`config.mk`:
```
export PLATFORM = sky130hd
export DESIGN_NAME = fifo_enq_arbiter
export DESIGN_NICKNAME = d
export VERILOG_FILES = /design/src/rtl/fifo_enq_arbiter.sv
export SDC_FILE = /design/constraint.sdc
export NUM_CORES = 1
export LEC_CHECK = 0
export BUFFER_PORTS_ARGS = -buffer_cell sky130_fd_sc_hd__buf_2
export CAP_MARGIN = 20
export CORE_AREA = 8 8 81 83
export CTS_CLUSTER_DIAMETER = 80
export DETAILED_ROUTE_END_ITERATION = 12
export DIE_AREA = 0 0 89 91
export GPL_ROUTABILITY_DRIVEN = 0
export PLACE_DENSITY = 0.94
export SLEW_MARGIN = 10
export SYNTH_ARGS = -nofsm -noshare
export SYNTH_HDL_FRONTEND = slang
export SYNTH_SLANG_ARGS = --single-unit
```
`constraint.sdc`:
```
create_clock -name clk -period 5.1 [get_ports clk]
set_input_delay 1.02 -clock clk [delete_from_list [all_inputs] [get_ports clk]]
set_output_delay 1.02 -clock clk [all_outputs]
set_load 0.05 [all_outputs]
```
`src/rtl/fifo_enq_arbiter.sv`:
```
// Round-robin burst arbiter sharing one FIFO enqueue port between NUM_REQ producers.
// Define FIFO_ARB_PRIO_EN to make requester 0 a strict high-priority requester.
module fifo_enq_arbiter #(
  parameter int WIDTH     = 32,
  parameter int NUM_REQ   = 4,
  parameter int BURST_LEN = 4,
  parameter int ID_W      = $clog2(NUM_REQ)
) (
  input  logic                     clk,
  input  logic                     rst,
  input  logic [NUM_REQ-1:0]       req_valid,
  input  logic [NUM_REQ*WIDTH-1:0] req_data,
  output logic [NUM_REQ-1:0]       req_ready,
  output logic                     enq_valid,
  output logic [WIDTH-1:0]         enq_data,
  input  logic                     enq_ready,
  output logic [ID_W-1:0]          grant_id,
  output logic                     busy
);

  typedef enum logic {IDLE, BUSY} state_t;

  localparam int unsigned LAST_INT  = BURST_LEN - 1;
  localparam logic [7:0]  LAST_BEAT = LAST_INT[7:0];

  state_t            state, state_nxt;
  logic [ID_W-1:0]   owner, owner_nxt;
  logic [ID_W-1:0]   rr_ptr, rr_ptr_nxt;
  logic [7:0]        beat_cnt, beat_cnt_nxt;
  logic [ID_W-1:0]   winner, scan;
  logic              any_req;
  logic              owner_valid;
  logic [WIDTH-1:0]  owner_data;
  logic              accept, release_now, active;

  // Explicit compare keeps the wrap correct when NUM_REQ is not a power of two.
  function automatic logic [ID_W-1:0] wrap_inc(input logic [ID_W-1:0] v);
    if (v == ID_W'(NUM_REQ - 1)) return '0;
    else                         return v + 1'b1;
  endfunction

  always_comb begin
    winner  = '0;
    any_req = 1'b0;
    scan    = rr_ptr;
    for (int k = 0; k < NUM_REQ; k++) begin
`ifdef FIFO_ARB_PRIO_EN
      if (!any_req && req_valid[scan] && (scan != '0)) begin
`else
      if (!any_req && req_valid[scan]) begin
`endif
        winner  = scan;
        any_req = 1'b1;
      end
      scan = wrap_inc(scan);
    end
`ifdef FIFO_ARB_PRIO_EN
    if (req_valid[0]) begin
      winner  = '0;
      any_req = 1'b1;
    end
`endif
  end

  always_comb begin
    owner_valid = 1'b0;
    owner_data  = '0;
    for (int i = 0; i < NUM_REQ; i++) begin
      if (owner == ID_W'(i)) begin
        owner_valid = req_valid[i];
        owner_data  = req_data[i*WIDTH +: WIDTH];
      end
    end
  end

  // Outputs are forced to reset values while rst is low so a mid-burst reset accepts nothing.
  assign active      = rst && (state == BUSY);
  assign accept      = active && owner_valid && enq_ready;
  assign release_now = (accept && (beat_cnt == LAST_BEAT)) || !owner_valid;

  always_comb begin
    enq_valid = 1'b0;
    enq_data  = '0;
    req_ready = '0;
    busy      = 1'b0;
    grant_id  = rst ? owner : '0;
    if (active) begin
      enq_valid = owner_valid;
      enq_data  = owner_data;
      busy      = 1'b1;
      for (int i = 0; i < NUM_REQ; i++) begin
        req_ready[i] = (owner == ID_W'(i)) && enq_ready;
      end
    end
  end

  always_comb begin
    state_nxt    = state;
    owner_nxt    = owner;
    rr_ptr_nxt   = rr_ptr;
    beat_cnt_nxt = beat_cnt;
    case (state)
      IDLE: begin
        if (any_req) begin
          owner_nxt    = winner;
          beat_cnt_nxt = '0;
          state_nxt    = BUSY;
        end
      end
      BUSY: begin
        if (accept && (beat_cnt != 8'hFF)) beat_cnt_nxt = beat_cnt + 8'd1;
        if (release_now) begin
          state_nxt = IDLE;
`ifdef FIFO_ARB_PRIO_EN
          if (owner != '0) rr_ptr_nxt = wrap_inc(owner);
`else
          rr_ptr_nxt = wrap_inc(owner);
`endif
        end
      end
      default: state_nxt = IDLE;
    endcase
  end

  always_ff @(posedge clk) begin
    if (!rst) begin
      state    <= IDLE;
      owner    <= '0;
      rr_ptr   <= '0;
      beat_cnt <= '0;
    end else begin
      state    <= state_nxt;
      owner    <= owner_nxt;
      rr_ptr   <= rr_ptr_nxt;
      beat_cnt <= beat_cnt_nxt;
    end
  end

endmodule
```
==> results_dict.tcl, run 1 <==
set metrics [dict create \
    outcome "complete, no violations" \
    start_kind "flop" \
    synthFlopType "dfxtp_1" \
    finalHoldViolCount 0 \
    rrSetupSlack_ns 2.16 \
    start_util 0.419 \
    drc 0 \
    postLayoutCoreUtil 0.587 \
    cp.arrival_ns 2.68 \
    dr_total_vias 3207 \
    grt_max_degree 68 \
    synth_edf_count 0 \
    ys_seq_elements 13 \
    worst_slew_pin_slew_ns 1.06 \
    ys_seq_area_frac 0.116 \
    yosysWarningCount 0 \
    clk_pin_slew_ns 0.06 \
    fillerInstances 511 \
    drv_cap 0 \
    synth_area_um2 2240 \
    r2r_start "owner[1]" \
    io_pins 175 \
    r2r-end "beat_cnt[7]" \
    p_leak_nw 1.48 \
    ys_types 42 \
    fin_setup_tns_ns 0 \
    wirelength_um 9380 \
    finalCriticalPeriod_ns 3.70 \
    cts_tree "yes" \
    p_switching_mw 0.517 \
    syn_avg_cell_area_um2 6.48 \
    cts-resized-gates 0 \
    diodes 0 \
    fin_worst_skew_ns 0.00559 \
    hold_path.class "reg2reg" \
    synth_nets 486 \
    fp.dieH_um 91 \
    post-route-period-util 0.726 \
    intPower_mw 0.446 \
    async_flop_share 0 \
    clock.fmax_mhz 270 \
    crit_fanout 37 \
    fin_nets 634 \
    initialDrtViolationCount 134 \
    setup_viol 0 \
    rsz0062_at_grt "false" \
    core_area_um2 5340 \
    min_path_cells 2 \
    htreeDepth 1 \
    swShare 0.537 \
    syn_inst 345 \
    holdPathEnd "beat_cnt[1]" \
    gr-usage-all-layers 0.213 \
    comb_power_share 0.772 \
    cts_made_buffers 3 \
    antenna_found_initial 0 \
    portBuffers 174 \
    syn2layout_area_growth_pct 40.1 \
    grt_pass1_wl_um 14500 \
    cts_setup_buffers 0 \
    slew_headroom 0.291 \
    wl_per_cell_um 16.6 \
    first_global_vias 3128 \
    dp_hpwl_um 7250 \
    drt_first_pass_iters 5 \
    min_from "beat_cnt[1]" \
    end_kind "output port" \
    row_count 27 \
    ant_nets 0 \
    fp.dieArea_um2 8100 \
    peakVddDrop_v 0.000200 \
    critPathRequiredTime_ns 4.08 \
    powerDensity_nw_per_um2 307 \
    slew_violations 0 \
    clock-root-buffer "clkbuf_8" \
    cts_sinks 13 \
    p_clk_frac 0.097 \
    die_w_um 89 \
    viasPerCell 5.69 \
    power_frac_seq 0.132 \
    grt_overflow 0 \
    cts_hold_buf 0 \
    drive_above_1_share 0.388 \
    rr_worst_depth 8 \
    crit_type "reg2out" \
    worstSkewPairLatency_ns 0.25 \
    cts.path.max_buffers 2 \
]
[power groups by stage]
stage / Clock, mW / Sequential (mW) / Combinational [mW]
after floorplan: 0 / 0.119 / 0.578
after global placement: 0 / 0.126 / 0.718
after detailed placement: 0 / 0.128 / 0.741
after CTS: 0.0947 / 0.126 / 0.742
after global routing: 0.0998 / 0.128 / 0.816
final: 0.0931 / 0.127 / 0.743
[cells in the mapped netlist, types with 2 or more instances]
cell type	count	area [um2]
a21oi_1	36	180
a221oi_1	33	289
a31oi_1	5	31.3
and2_1	4	25.0
and3_1	2	12.5
buf_1	4	15.0
buf_2	3	15.0
buf_4	3	22.5
clkbuf_1	24	90.1
dfxtp_1	13	260
ha_1	6	75.1
inv_1	4	15.0
mux2_2	4	45.0
mux2i_1	6	60.1
nand2_1	14	52.6
nand2b_1	3	18.8
nand3_1	7	35.0
nand4b_1	2	17.5
nor2_1	40	150
nor2b_1	64	400
nor3_1	36	180
nor4_1	2	12.5
nor4b_1	2	17.5
o211ai_1	3	22.5
o21ai_0	5	25.0
o22ai_1	2	12.5
or3_1	3	18.8
[final cells by class]
class                   count  area [um2]  share of cell area
well taps                  72        90.1              0.0288
multi-input cells         293        1820               0.583
clock buffers               4        45.0              0.0144
flip-flops and latches     13         260              0.0831
inverters                   5        18.8             0.00599
repair buffers            177         893               0.285
[state kept, by name (all words and copies together) (netlist names)]
register and cells:
state 1, owner 2, rr_ptr 2, beat_cnt 8
[how the worst max path moves through the flow]
stage | start | to | slack (ns) | depth (start not counted)
after floorplan | owner[1] | enq_data[10] | 1.69 | 9
after global placement | rst | enq_valid | 1.57 | 4
after detailed placement | rst | enq_valid | 1.49 | 4
after CTS | owner[1] | enq_data[1] | 1.37 | 9
after global routing | owner[1] | enq_data[16] | 1.17 | 9
final | owner[1] | enq_data[1] | 1.40 | 9
[through the flow]
step           instances  hold slack (ns)  area (um2)  setup WS, ns  power (mW)
2_1_floorplan        345            0.462        2240          1.69       0.696
3_3_place_gp         560            0.494        3080          1.57       0.844
3_5_place_dp         560            0.501        3080          1.49       0.869
4_1_cts              564            0.513        3130          1.37       0.963
5_1_grt              564            0.530        3130          1.17        1.04
6_report             564            0.514        3130          1.40       0.962
[layer usage]
layer	GRT usage	up-vias	wire length, um
met2	0.391	180	4610
met3	0.0532	27	1100
met1	0.227	1437	3410
met5	0	-	0
met4	0.0693	0	257
li1	-	1563	-
[kinds of logic after synthesis]
logic type	after synthesis	synth area share
AND/OR/NAND/NOR	183	0.435
AO/OA/AOI/OAI	94	0.296
buffers and inverters	39	0.0722
flip-flops	13	0.116
multiplexers	10	0.0470
adder cells (fa/ha/maj)	6	0.0336
[worst max-delay path: stages (launching register included)]
cell      delay, ns
dfxtp_1        0.32
inv_1          0.13
ha_2           0.56
buf_4          0.44
nor2b_1        0.09
a221oi_1       0.38
nor3_1         0.08
a21oi_1        0.12
nor2_1         0.05
buf_2          0.24
[cell usage in the layout, fill, tap and decap left out, drive strengths merged, types with 3 or more instances in the layout]
cell	n
a221oi	33
o211ai	3
nor3	36
a31oi	5
and2	4
mux2	4
clkbuf	4
mux2i	6
o21ai	6
inv	4
nor2	40
dfxtp	13
a21oi	36
or3	3
nand3	7
nand2b	3
buf	177
nor2b	64
ha	6
nand2	14
Power figures use the tool's default switching activity.
==> inputs of run 2 (changes only) <==
- CORE_AREA: 8 8 81 83 -> 8 8 87 89
- DIE_AREA: 0 0 89 91 -> 0 0 95 97
- PLACE_DENSITY: 0.94 -> 0.86
- clock period: 5.1 -> 3.24 ns (I/O delays scaled with it)
==> results_dict.tcl, run 2 (synthesis gave the netlist of run 1 again) <==
set metrics [dict create \
    outcome "complete, no violations" \
    drv_cap 0 \
    syn2layout_area_growth_pct 42.1 \
    worstSkewPairLatency_ns 0.25 \
    rr_worst_depth 7 \
    worst_slew_pin_slew_ns 0.739 \
    dr_total_vias 3188 \
    setup_viol 0 \
    fin_worst_skew_ns 0.00210 \
    fin_nets 638 \
    first_global_vias 3114 \
    reg.largest.list "beat_cnt x8, owner x2, rr_ptr x2" \
    clock-root-buffer "clkbuf_8" \
    initialDrtViolationCount 149 \
    cts_setup_buffers 0 \
    crit_type "reg2out" \
    final_common_cell "buf_2" \
    portBuffers 174 \
    holdPathEnd "beat_cnt[1]" \
    antenna_found_initial 0 \
    powerDensity_nw_per_um2 481 \
    crit_slowest_cell "ha_1" \
    cts_hold_buf 0 \
    fp.dieArea_um2 9220 \
    cts_made_buffers 3 \
    largest_reg_flops 8 \
    htreeDepth 1 \
    start_util 0.360 \
    grt_overflow 0 \
    row_count 29 \
    path_delay_family "buffers and inverters" \
    cp.arrival_ns 2.42 \
    slew_violations 0 \
    slew_headroom 0.503 \
    crit_buf_inv 3 \
    grt_max_degree 48 \
    wirelength_um 9250 \
    io_pins 175 \
    die_w_um 95 \
    diodes 0 \
    r2r_start "owner[1]" \
    critPathRequiredTime_ns 2.59 \
    power_mw 1.53 \
    p_leak_nw 1.50 \
    ant_nets 0 \
    layout_common_cells "buf_2 (174), nor2b_1 (64), nor2_1 (40)" \
    finalHoldViolCount 0 \
    dp_hpwl_um 7410 \
    fp.dieH_um 97 \
    end_kind "output port" \
    clk_pin_slew_ns 0.06 \
    grt_pass1_wl_um 14700 \
    rrSetupSlack_ns 0.62 \
    drc 0 \
    peakVddDrop_v 0.000253 \
    min_path_cells 2 \
    viasPerCell 5.56 \
    cts_tree "yes" \
    fillerInstances 610 \
    cts-resized-gates 0 \
    critPathMaxStageDelay_ns 0.56 \
    hold_path.class "reg2reg" \
    min_from "beat_cnt[1]" \
    clock.fmax_mhz 326 \
    gr-usage-all-layers 0.189 \
    largest-register "beat_cnt" \
    drt_first_pass_iters 5 \
    rsz0062_at_grt "false" \
    start_kind "flop" \
    r2r-end "beat_cnt[7]" \
    wl_per_cell_um 16.2 \
    drive_above_1_share 0.391 \
    cts.path.max_buffers 2 \
    cts_sinks 13 \
    crit_chain "inv_1, ha_1, buf_4, a221oi_1, nor3_1, a21oi_1, nor2_1, buf_2" \
    crit_fanout 20 \
    post-route-period-util 0.947 \
    postLayoutCoreUtil 0.512 \
    fin_hold_ws_ns 0.512 \
    core_area_um2 6200 \
    finalCriticalPeriod_ns 3.07 \
    fin_setup_tns_ns 0 \
]
-- run 2: cell types whose count changed in the layout (fill, tap and decap cells not counted) --
cell,delta
nand2_1,+1
buf_12,+1
buf_4,+3
nand2_2,-1
-- run 2: report_power, final --
part / internal (mW) / total [mW] / leakage (nW) / switching (mW)
Combinational: 0.452 / 1.18 / 1.37 / 0.729
Clock: 0.0872 / 0.151 / 0.0228 / 0.0642
Sequential: 0.174 / 0.198 / 0.106 / 0.0237
Total: 0.713 / 1.53 / 1.50 / 0.817
-- run 2: routing by layer --
layer | global-route usage | vias to the layer above | part of all wire
met2 | 0.345 | 162 | 0.50
li1 | - | 1572 | -
met4 | 0.0457 | 0 | 0.018
met5 | 0 | - | 0
met1 | 0.205 | 1435 | 0.37
met3 | 0.0541 | 19 | 0.11
-- run 2: metrics by stage --
| step | setup slack (ns) | area [um2] | instances |
|---|---|---|---|
| 6_report | 0.173 | 3180 | 573 |
| 3_3_place_gp | 0.589 | 3130 | 569 |
| 2_1_floorplan | 0.198 | 2240 | 345 |
| 4_1_cts | 0.228 | 3180 | 573 |
| 3_5_place_dp | 0.510 | 3130 | 569 |
| 5_1_grt | 0.00788 | 3180 | 573 |
-- run 2: worst max path at each step --
stage             start            to  cells past startpoint
6_report       owner[1]  enq_data[13]                      8
5_1_grt        owner[1]  enq_data[13]                      8
4_1_cts        owner[1]  enq_data[13]                      8
3_5_place_dp   owner[1]  enq_data[13]                      8
3_3_place_gp   owner[0]     enq_valid                      6
2_1_floorplan  owner[1]  enq_data[10]                      9
-- run 2: worst register-to-register path: stages, from the launching register on --
cell,delay [ns]
dfxtp_1,0.33
inv_1,0.13
ha_1,0.56
and3b_2,0.30
a2111oi_4,0.08
nor3_1,0.66
a41oi_1,0.20
a311oi_1,0.28
-- run 2: final cells by class --
type / instances / area [um2] / area share
timing repair buffer: 181 / 936 / 0.294
sequential: 13 / 260 / 0.0819
multi-input combinational: 293 / 1820 / 0.573
inverter: 5 / 18.8 / 0.00591
clock buffer: 4 / 45.0 / 0.0142
tap: 77 / 96.3 / 0.0303
